$ cat src/rtl/cfg_lut_pkg.sv
// ============================================================================
// Module   : cfg_lut_pkg
// Brief    : Shared types, limits and helpers for the configurable LUT array.
// Revision : 1.0
// ============================================================================
`default_nettype none

package cfg_lut_pkg;

    localparam int K_MAX  = 6;
    localparam int CH_MAX = 16;

    typedef enum logic [1:0] {
        IDLE   = 2'd0,
        LOAD   = 2'd1,
        COMMIT = 2'd2
    } state_t;

    // Total number of serial configuration bits for the whole array.
    function automatic int cfg_len(input int k, input int ch);
        return ch << k;
    endfunction

endpackage

`default_nettype wire

$ cat src/rtl/cfg_lut_array_lut_cell.sv
// ============================================================================
// Module   : lut_cell
// Brief    : One K-input lookup table with optional output register.
// Revision : 1.0
// ============================================================================
`default_nettype none

module lut_cell
    import cfg_lut_pkg::*;
#(
    parameter int K       = 4,
    parameter int REG_OUT = 1
) (
    input  logic              clk,
    input  logic              rst_n,
    input  logic [2**K-1:0]   lut_table,
    input  logic [K-1:0]      addr,
    output logic              out
);

    logic w_lookup;

    assign w_lookup = lut_table[addr];

    generate
        if (REG_OUT != 0) begin : g_reg
            logic r_out;

            always_ff @(posedge clk) begin
                if (!rst_n) begin
                    r_out <= 1'b0;
                end else begin
                    r_out <= w_lookup;
                end
            end

            assign out = r_out;
        end else begin : g_comb
            assign out = w_lookup;
        end
    endgenerate

endmodule

`default_nettype wire

$ cat src/rtl/cfg_lut_array.sv
// ============================================================================
// Module   : cfg_lut_array
// Brief    : Array of run-time reprogrammable LUTs with double-buffered tables.
// Revision : 1.0
// ============================================================================
`default_nettype none

module cfg_lut_array
    import cfg_lut_pkg::*;
#(
    parameter int                              K        = 4,
    parameter int                              CHANNELS = 2,
    parameter int                              REG_OUT  = 1,
    parameter logic [CHANNELS*(2**K)-1:0]      INIT     = '0
) (
    input  logic                    clk,
    input  logic                    rst_n,
    input  logic                    cfg_start,
    input  logic                    cfg_valid,
    input  logic                    cfg_bit,
    output logic                    cfg_ready,
    output logic                    cfg_done,
    output logic                    busy,
    input  logic [CHANNELS*K-1:0]   lut_in,
    output logic [CHANNELS-1:0]     lut_out,
    output logic                    out_valid
);

    localparam int C_TBL     = 2**K;
    localparam int C_CFG_LEN = cfg_len(K, CHANNELS);
    localparam int C_CW      = $clog2(C_CFG_LEN + 1);

    state_t                 r_state;
    state_t                 w_next_state;
    logic [C_CFG_LEN-1:0]   r_shadow;
    logic [C_CFG_LEN-1:0]   r_active;
    logic [C_CW-1:0]        r_count;
    logic                   r_out_valid;
    logic                   w_accept;
    logic                   w_last_bit;

    assign w_accept   = (r_state == LOAD) && cfg_valid && !cfg_start;
    assign w_last_bit = (r_count == C_CW'(C_CFG_LEN - 1));

    always_ff @(posedge clk) begin
        if (!rst_n) begin
            r_state <= IDLE;
        end else begin
            r_state <= w_next_state;
        end
    end

    always_comb begin
        w_next_state = r_state;
        cfg_ready    = 1'b0;
        cfg_done     = 1'b0;
        busy         = 1'b0;
        case (r_state)
            IDLE: begin
                if (cfg_start) begin
                    w_next_state = LOAD;
                end
            end
            LOAD: begin
                cfg_ready = 1'b1;
                busy      = 1'b1;
                if (w_accept && w_last_bit) begin
                    w_next_state = COMMIT;
                end
            end
            COMMIT: begin
                cfg_done     = 1'b1;
                busy         = 1'b1;
                w_next_state = IDLE;
            end
            default: begin
                w_next_state = IDLE;
            end
        endcase
    end

    // A restart in LOAD wins over a bit presented in the same cycle.
    always_ff @(posedge clk) begin
        if (!rst_n) begin
            r_shadow <= '0;
            r_active <= INIT;
            r_count  <= '0;
        end else begin
            if (cfg_start && (r_state != COMMIT)) begin
                r_count <= '0;
            end else if (w_accept) begin
                for (int j = 0; j < C_CFG_LEN; j++) begin
                    if (r_count == C_CW'(j)) begin
                        r_shadow[j] <= cfg_bit;
                    end
                end
                r_count <= r_count + C_CW'(1);
            end
            if (r_state == COMMIT) begin
                r_active <= r_shadow;
            end
        end
    end

    always_ff @(posedge clk) begin
        if (!rst_n) begin
            r_out_valid <= 1'b0;
        end else begin
            r_out_valid <= 1'b1;
        end
    end

    assign out_valid = r_out_valid;

    generate
        for (genvar c = 0; c < CHANNELS; c++) begin : g_ch
            lut_cell #(
                .K       (K),
                .REG_OUT (REG_OUT)
            ) u_cell (
                .clk       (clk),
                .rst_n     (rst_n),
                .lut_table (r_active[c*C_TBL +: C_TBL]),
                .addr      (lut_in[c*K +: K]),
                .out       (lut_out[c])
            );
        end
    endgenerate

endmodule

`default_nettype wire

$ cat config.mk
export PLATFORM = sky130hd
export DESIGN_NAME = cfg_lut_array
export DESIGN_NICKNAME = d
export VERILOG_FILES = /design/src/rtl/cfg_lut_pkg.sv /design/src/rtl/cfg_lut_array_lut_cell.sv /design/src/rtl/cfg_lut_array.sv
export SDC_FILE = /design/constraint.sdc
export NUM_CORES = 1
export LEC_CHECK = 0
export CORE_MARGIN = 2
export CORE_UTILIZATION = 59
export DETAILED_ROUTE_END_ITERATION = 7
export PLACE_DENSITY = 0.8
export SLEW_MARGIN = 20
export SYNTH_ARGS = -nofsm -noshare
export SYNTH_HDL_FRONTEND = slang
export SYNTH_SLANG_ARGS = --single-unit
$ cat constraint.sdc
create_clock -name clk -period 1.7 [get_ports clk]
set_input_delay 0.51 -clock clk [delete_from_list [all_inputs] [get_ports clk]]
set_output_delay 0.51 -clock clk [all_outputs]
set_load 0.01 [all_outputs]
==> out/metrics.yaml, run 1 <==
clock_network:
  clk_latency_ns: 0.35
  h-tree-depth: 3
  cts_buffer_depth: 2
  cts.clk_slew.worst_paths_ns: 0.08
  clkSinkCount: 75
  cts_root_buffer: "clkbuf_8"
  cts_made_buffers: 9
  cts_tree: "built"
synth:
  syn_area_per_cell_um2: 9.91
  synth-compound-area-share_pct: 2.67
  syn_nets: 377
  synthXorXnorAreaFrac_pct: 0.747
  synth_mux_area_share_pct: 23.3
  synthSimpleGateAreaFrac_pct: 23.0
  ys_warn_count: 0
  yosysUniqueCellTypes: 35
  syn-cell-area_um2: 3520
  synthAdderAreaFrac_pct: 3.20
  netlist_instances: 355
  synth_edf_count: 0
  synth-seq-area-share_pct: 42.7
  ys_ff_latch: 75
  synth_flop_cell: "dfxtp_1"
  async_reset_ff_share_pct: 0
  synth_top_family_by_area: "multiplexers"
floorplan:
  die_h_um: 81.2
  rows: 28
  core_um2: 5850
  dieArea_um2: 6600
  die_w_um: 81.2
  initial_core_util_pct: 60.2
  ios: 19
critical_path:
  crit_arrival_ns: 1.12
  crit_path_end_kind: "primary output"
  crit_type: "flop to primary output"
  critPathLaunchType: "flop"
  cp_data_required_time_ns: 1.19
  cp_max_fo: 3
route:
  via_count: 2495
  drtIter0Drc: 98
  drc: 0
  drt_wl_total_um: 6760
  ant_nets: 0
  firstDrtPassIters: 4
  vias_per_cell: 5.34
  drt-wirelength-per-cell_um: 14.5
sta:
  setup_tns_ns: 0
  rsz0062_at_grt: "false"
  slew_violations: 0
  setup_violations: 0
  max_freq_ghz: 0.614
  tightest_slew_ns: 0.408
  period_share_pct: 95.8
  finalHoldViolCount: 0
  setup_ws_ns: 0.0718
  fin_crit_ns: 1.63
  hold_slack_ns: 0.466
  maxSlewHeadroom_pct: 72.8
  fin_skew_ns: 0.00775
global_route:
  grt_max_degree: 51
  grt_first_pass_wirelength_um: 11300
  grt_use_total_pct: 22.8
  gr-total-overflow: 0
  antenna_found_initial: 0
  grt_pass1_vias: 2565
place:
  io_buffers: 18
  place_ws_ns: -0.336
  hpwl_um: 4730
  dpl_cell_area_um2: 3890
  gp_congestion: 0.874
outcome:
  status: "completed"
finish:
  drive_gt1_share_pct: 17.1
  final_cell_mix: "73 x mux2i_1, 73 x dfxtp_1, 71 x nand2_1"
  syn2layout_area_growth_pct: 17.6
  final_core_util_pct: 70.7
  num_antenna_cells: 0
  final_cell_area_um2: 4140
  finalNetCount: 409
pwr:
  p_leak_uw: 0.00167
  irDropWorstVdd_mv: 0.732
  p_per_area_nw_per_um2: 963
hold_path:
  hold_class: "flop to flop"
flow_run:
  cap_viol_max_count: 0
==> worst paths after layout <==
path	cells past startpoint	start	slack, ns	end
worst max-delay path	3	r_state[0]	0.07	busy
worst min-delay path	2	r_shadow[12]	0.47	r_shadow[12]
worst max register to register	7	r_state[0]	0.10	r_shadow[13]
worst min register to register	2	r_shadow[12]	0.47	r_shadow[12]
==> area by class of cell <==
cell class	count	area (µm²)
Clock buffer	11	131
Clock inverter	5	86.3
Fill cell	450	1710
Inverter	5	18.8
Multi-Input combinational cell	249	1890
Sequential cell	75	1500
Tap cell	75	93.8
Timing Repair Buffer	47	413
==> cells by family after synthesis <==
| group | after synthesis |
|---|---|
| flip-flops | 75 |
| AND/OR/NAND/NOR | 145 |
| adder cells (fa/ha/maj) | 9 |
| AO/OA/AOI/OAI | 15 |
| XOR/XNOR | 3 |
| multiplexers | 77 |
| buffers and inverters | 31 |
==> layer usage <==
layer	global-route usage, %	part of all wire [%]
met3	4.22	2.7
met2	40.3	49
met1	26.1	46
met4	12.2	2.3
met5	0	0
==> synthesized netlist by cell type (2+ instances only) <==
master | number | share of area, %
mux4_2 | 4 | 2.6
nor2_1 | 6 | 0.64
nor2b_1 | 37 | 6.6
dfxtp_1 | 75 | 43
nand3_1 | 13 | 1.8
nand2_1 | 71 | 7.6
o211ai_1 | 4 | 0.85
and3_1 | 3 | 0.53
ha_1 | 9 | 3.2
o21ai_0 | 2 | 0.28
xnor2_1 | 2 | 0.50
o22ai_1 | 2 | 0.36
clkbuf_1 | 14 | 1.5
a21oi_1 | 4 | 0.57
buf_6 | 3 | 0.96
mux2i_1 | 73 | 21
nand2b_1 | 2 | 0.36
nor4b_4 | 3 | 2.0
buf_2 | 7 | 1.0
inv_1 | 5 | 0.53
buf_4 | 2 | 0.43
==> power by group <==
group          switching [µW]  leakage [µW]  total, µW  internal (µW)
clock                     672      0.000108       1510            838
sequential               16.3      0.000606       1800           1780
combinational             337      0.000953        676            339
==> flip-flops by register name, indices dropped and copies added (netlist names) <==
name / flops
r_count: 6
out_valid: 1
r_shadow: 32
g_ch.u_cell.out: 2
r_active: 32
r_state: 2
==> per-stage QoR <==
stage | cells | total power, µW
2_1_floorplan | 355 | 2240
3_3_place_gp | 450 | 2490
3_5_place_dp | 450 | 2500
4_1_cts | 467 | 3970
5_1_grt | 467 | 4140
6_report | 467 | 3980
==> what timing repair did <==
item	CTS	global route
pin swaps	0	4
endpoints found under the setup margin	7	23
gates resized for setup	17	9
hold buffers	0	0
setup buffers	1	0
==> worst max-delay path, stage by stage (launching register included) <==
cell	delay, ns
dfxtp_2	0.35
inv_2	0.06
ha_4	0.25
buf_2	0.11
Power figures use the tool's default switching activity.
==> run 2: changes to the inputs <==
--- a/config.mk
+++ b/config.mk
@@ -5,6 +5,7 @@
 export SDC_FILE = /design/constraint.sdc
 export NUM_CORES = 1
 export LEC_CHECK = 0
+export CAP_MARGIN = 25
 export CORE_MARGIN = 2
 export CORE_UTILIZATION = 59
 export DETAILED_ROUTE_END_ITERATION = 7
==> results of run 2 <==
Final layout, timing and power as in run 1 (identical DEF).
==> run 3: changes to the inputs <==
--- a/config.mk
+++ b/config.mk
@@ -10,6 +10,7 @@
 export CORE_UTILIZATION = 59
 export DETAILED_ROUTE_END_ITERATION = 7
 export PLACE_DENSITY = 0.8
+export REMOVE_ABC_BUFFERS = 1
 export SLEW_MARGIN = 20
 export SYNTH_ARGS = -nofsm -noshare
 export SYNTH_HDL_FRONTEND = slang
==> out/metrics.yaml, run 3 (synthesis gave the netlist of run 1 again) <==
route:
  firstDrtPassIters: 4
  ant_nets: 0
  drc: 0
  drt-wirelength-per-cell_um: 14.5
  vias_per_cell: 5.30
  via_count: 2493
  drtIter0Drc: 90
  drt_wl_total_um: 6840
floorplan:
  dieArea_um2: 6600
  initial_core_util_pct: 60.2
  ios: 19
  rows: 28
  die_w_um: 81.2
  core_um2: 5850
  die_h_um: 81.2
place:
  io_buffers: 18
  hpwl_um: 4960
  dpl_cell_area_um2: 3910
  gp_congestion: 0.802
sta:
  max_freq_ghz: 0.596
  setup_violations: 0
  tightest_slew_ns: 0.460
  finalHoldViolCount: 0
  maxSlewHeadroom_pct: 69.3
  slew_violations: 0
  hold_slack_ns: 0.460
  fin_crit_ns: 1.68
  period_share_pct: 98.7
  rsz0062_at_grt: "true"
  fin_skew_ns: 0.00582
finish:
  syn2layout_area_growth_pct: 16.5
  ff_latch_area_um2: 1500
  fillers: 444
  drive_gt1_share_pct: 17.7
  multi_input_area_um2: 1870
  reg_top3: "r_active (32), r_shadow (32), r_count (6)"
  final_cell_mix: "73 x mux2i_1, 73 x dfxtp_1, 71 x nand2_1"
  final_cell_area_um2: 4100
  num_antenna_cells: 0
  finalNetCount: 413
clock_network:
  h-tree-depth: 3
  cts_made_buffers: 9
  clkSinkCount: 75
  cts_buffer_depth: 2
  cts_tree: "built"
  cts.clk_slew.worst_paths_ns: 0.07
  clk_latency_ns: 0.34
  cts_root_buffer: "clkbuf_8"
  holdBufCountCts: 0
critical_path:
  timing.rr.end: "r_shadow[5]"
  cp_max_fo: 3
  timing.rr.start: "r_state[1]"
  critPathLaunchType: "flop"
  crit_start: "r_state[0]"
  cp_data_required_time_ns: 1.19
  crit_path_end_kind: "primary output"
  rr_worst_depth: 7
  crit_type: "flop to primary output"
  crit_arrival_ns: 1.17
  ff2ff_setup_slack_ns: 0.07
global_route:
  gr-total-overflow: 0
  antenna_found_initial: 0
  grt_pass1_vias: 2494
  grt_max_degree: 56
  grt_use_total_pct: 23.1
  grt_first_pass_wirelength_um: 11500
pwr:
  pwr-share-clk_pct: 31.7
  p_sw_share_pct: 26.1
  p_switching_uw: 947
  combPwrFrac_pct: 18.7
  p_leak_uw: 0.00167
  irDropWorstVdd_mv: 0.637
  internal-power_uw: 2690
  p_per_area_nw_per_um2: 886
  pwr-share-seq_pct: 49.6
hold_path:
  hold_depth: 2
  hp-start: "r_shadow[6]"
  holdPathEnd: "r_shadow[6]"
  hold_class: "flop to flop"
outcome:
  status: "completed"
flow_run:
  cap_viol_max_count: 0
-- run 3: area by class of cell --
cell class,instances,area share (%)
clock inverter,3,0.366
clock buffer,12,3.54
multi-input combinational,249,45.7
inverter,5,0.458
tap,75,2.29
timing repair buffer,51,11.0
sequential,75,36.7
-- run 3: power groups by stage --
stage / logic, µW / clock network, µW / registers, µW
2_1_floorplan: 374 / 0 / 1840
6_report: 679 / 1150 / 1800
4_1_cts: 662 / 1180 / 1800
5_1_grt: 736 / 1250 / 1800
3_5_place_dp: 676 / 0 / 1830
3_3_place_gp: 667 / 0 / 1830
-- run 3: worst max-delay path by stage --
stage | to | slack [ns]
global route | r_shadow[5] | -0.02
global placement | g_ch[1].u_cell.out | -0.33
detailed placement | r_shadow[15] | -0.35
CTS | cfg_ready | 0.002
finish | busy | 0.02
floorplan | r_count[0] | -0.71
-- run 3: stage by stage --
step | setup WS, ns | power, µW | util, % | TNS, ns | std cells
after floorplan | -0.706 | 2210 | - | -17.16 | 329
after global placement | -0.332 | 2500 | 66.9 | -9.52 | 453
after detailed placement | -0.350 | 2510 | 66.9 | -10.58 | 453
after CTS | 0.00179 | 3640 | 69.7 | 0 | 468
after global routing | -0.0212 | 3790 | 70.1 | -0.0401 | 470
final | 0.0220 | 3630 | 70.1 | 0 | 470
-- run 3: what timing repair did --
item	CTS	global route
resized for setup	16	8
endpoints found under the setup margin	6	35
buffers inserted	0	2
pin swaps	0	4
-- run 3: worst max-delay path, stage by stage, from the launching register on --
cell and delay (ns):
dfxtp_2 0.35, inv_2 0.05, ha_1 0.28, buf_2 0.14
-- run 3: per-layer routing --
layer	vias up	wire length, µm	track usage [%]
li1	1266	-	-
met1	1182	3130	29.3
met2	29	3370	38.4
met3	16	139	3.00
met4	0	193	12.2
met5	-	0	0
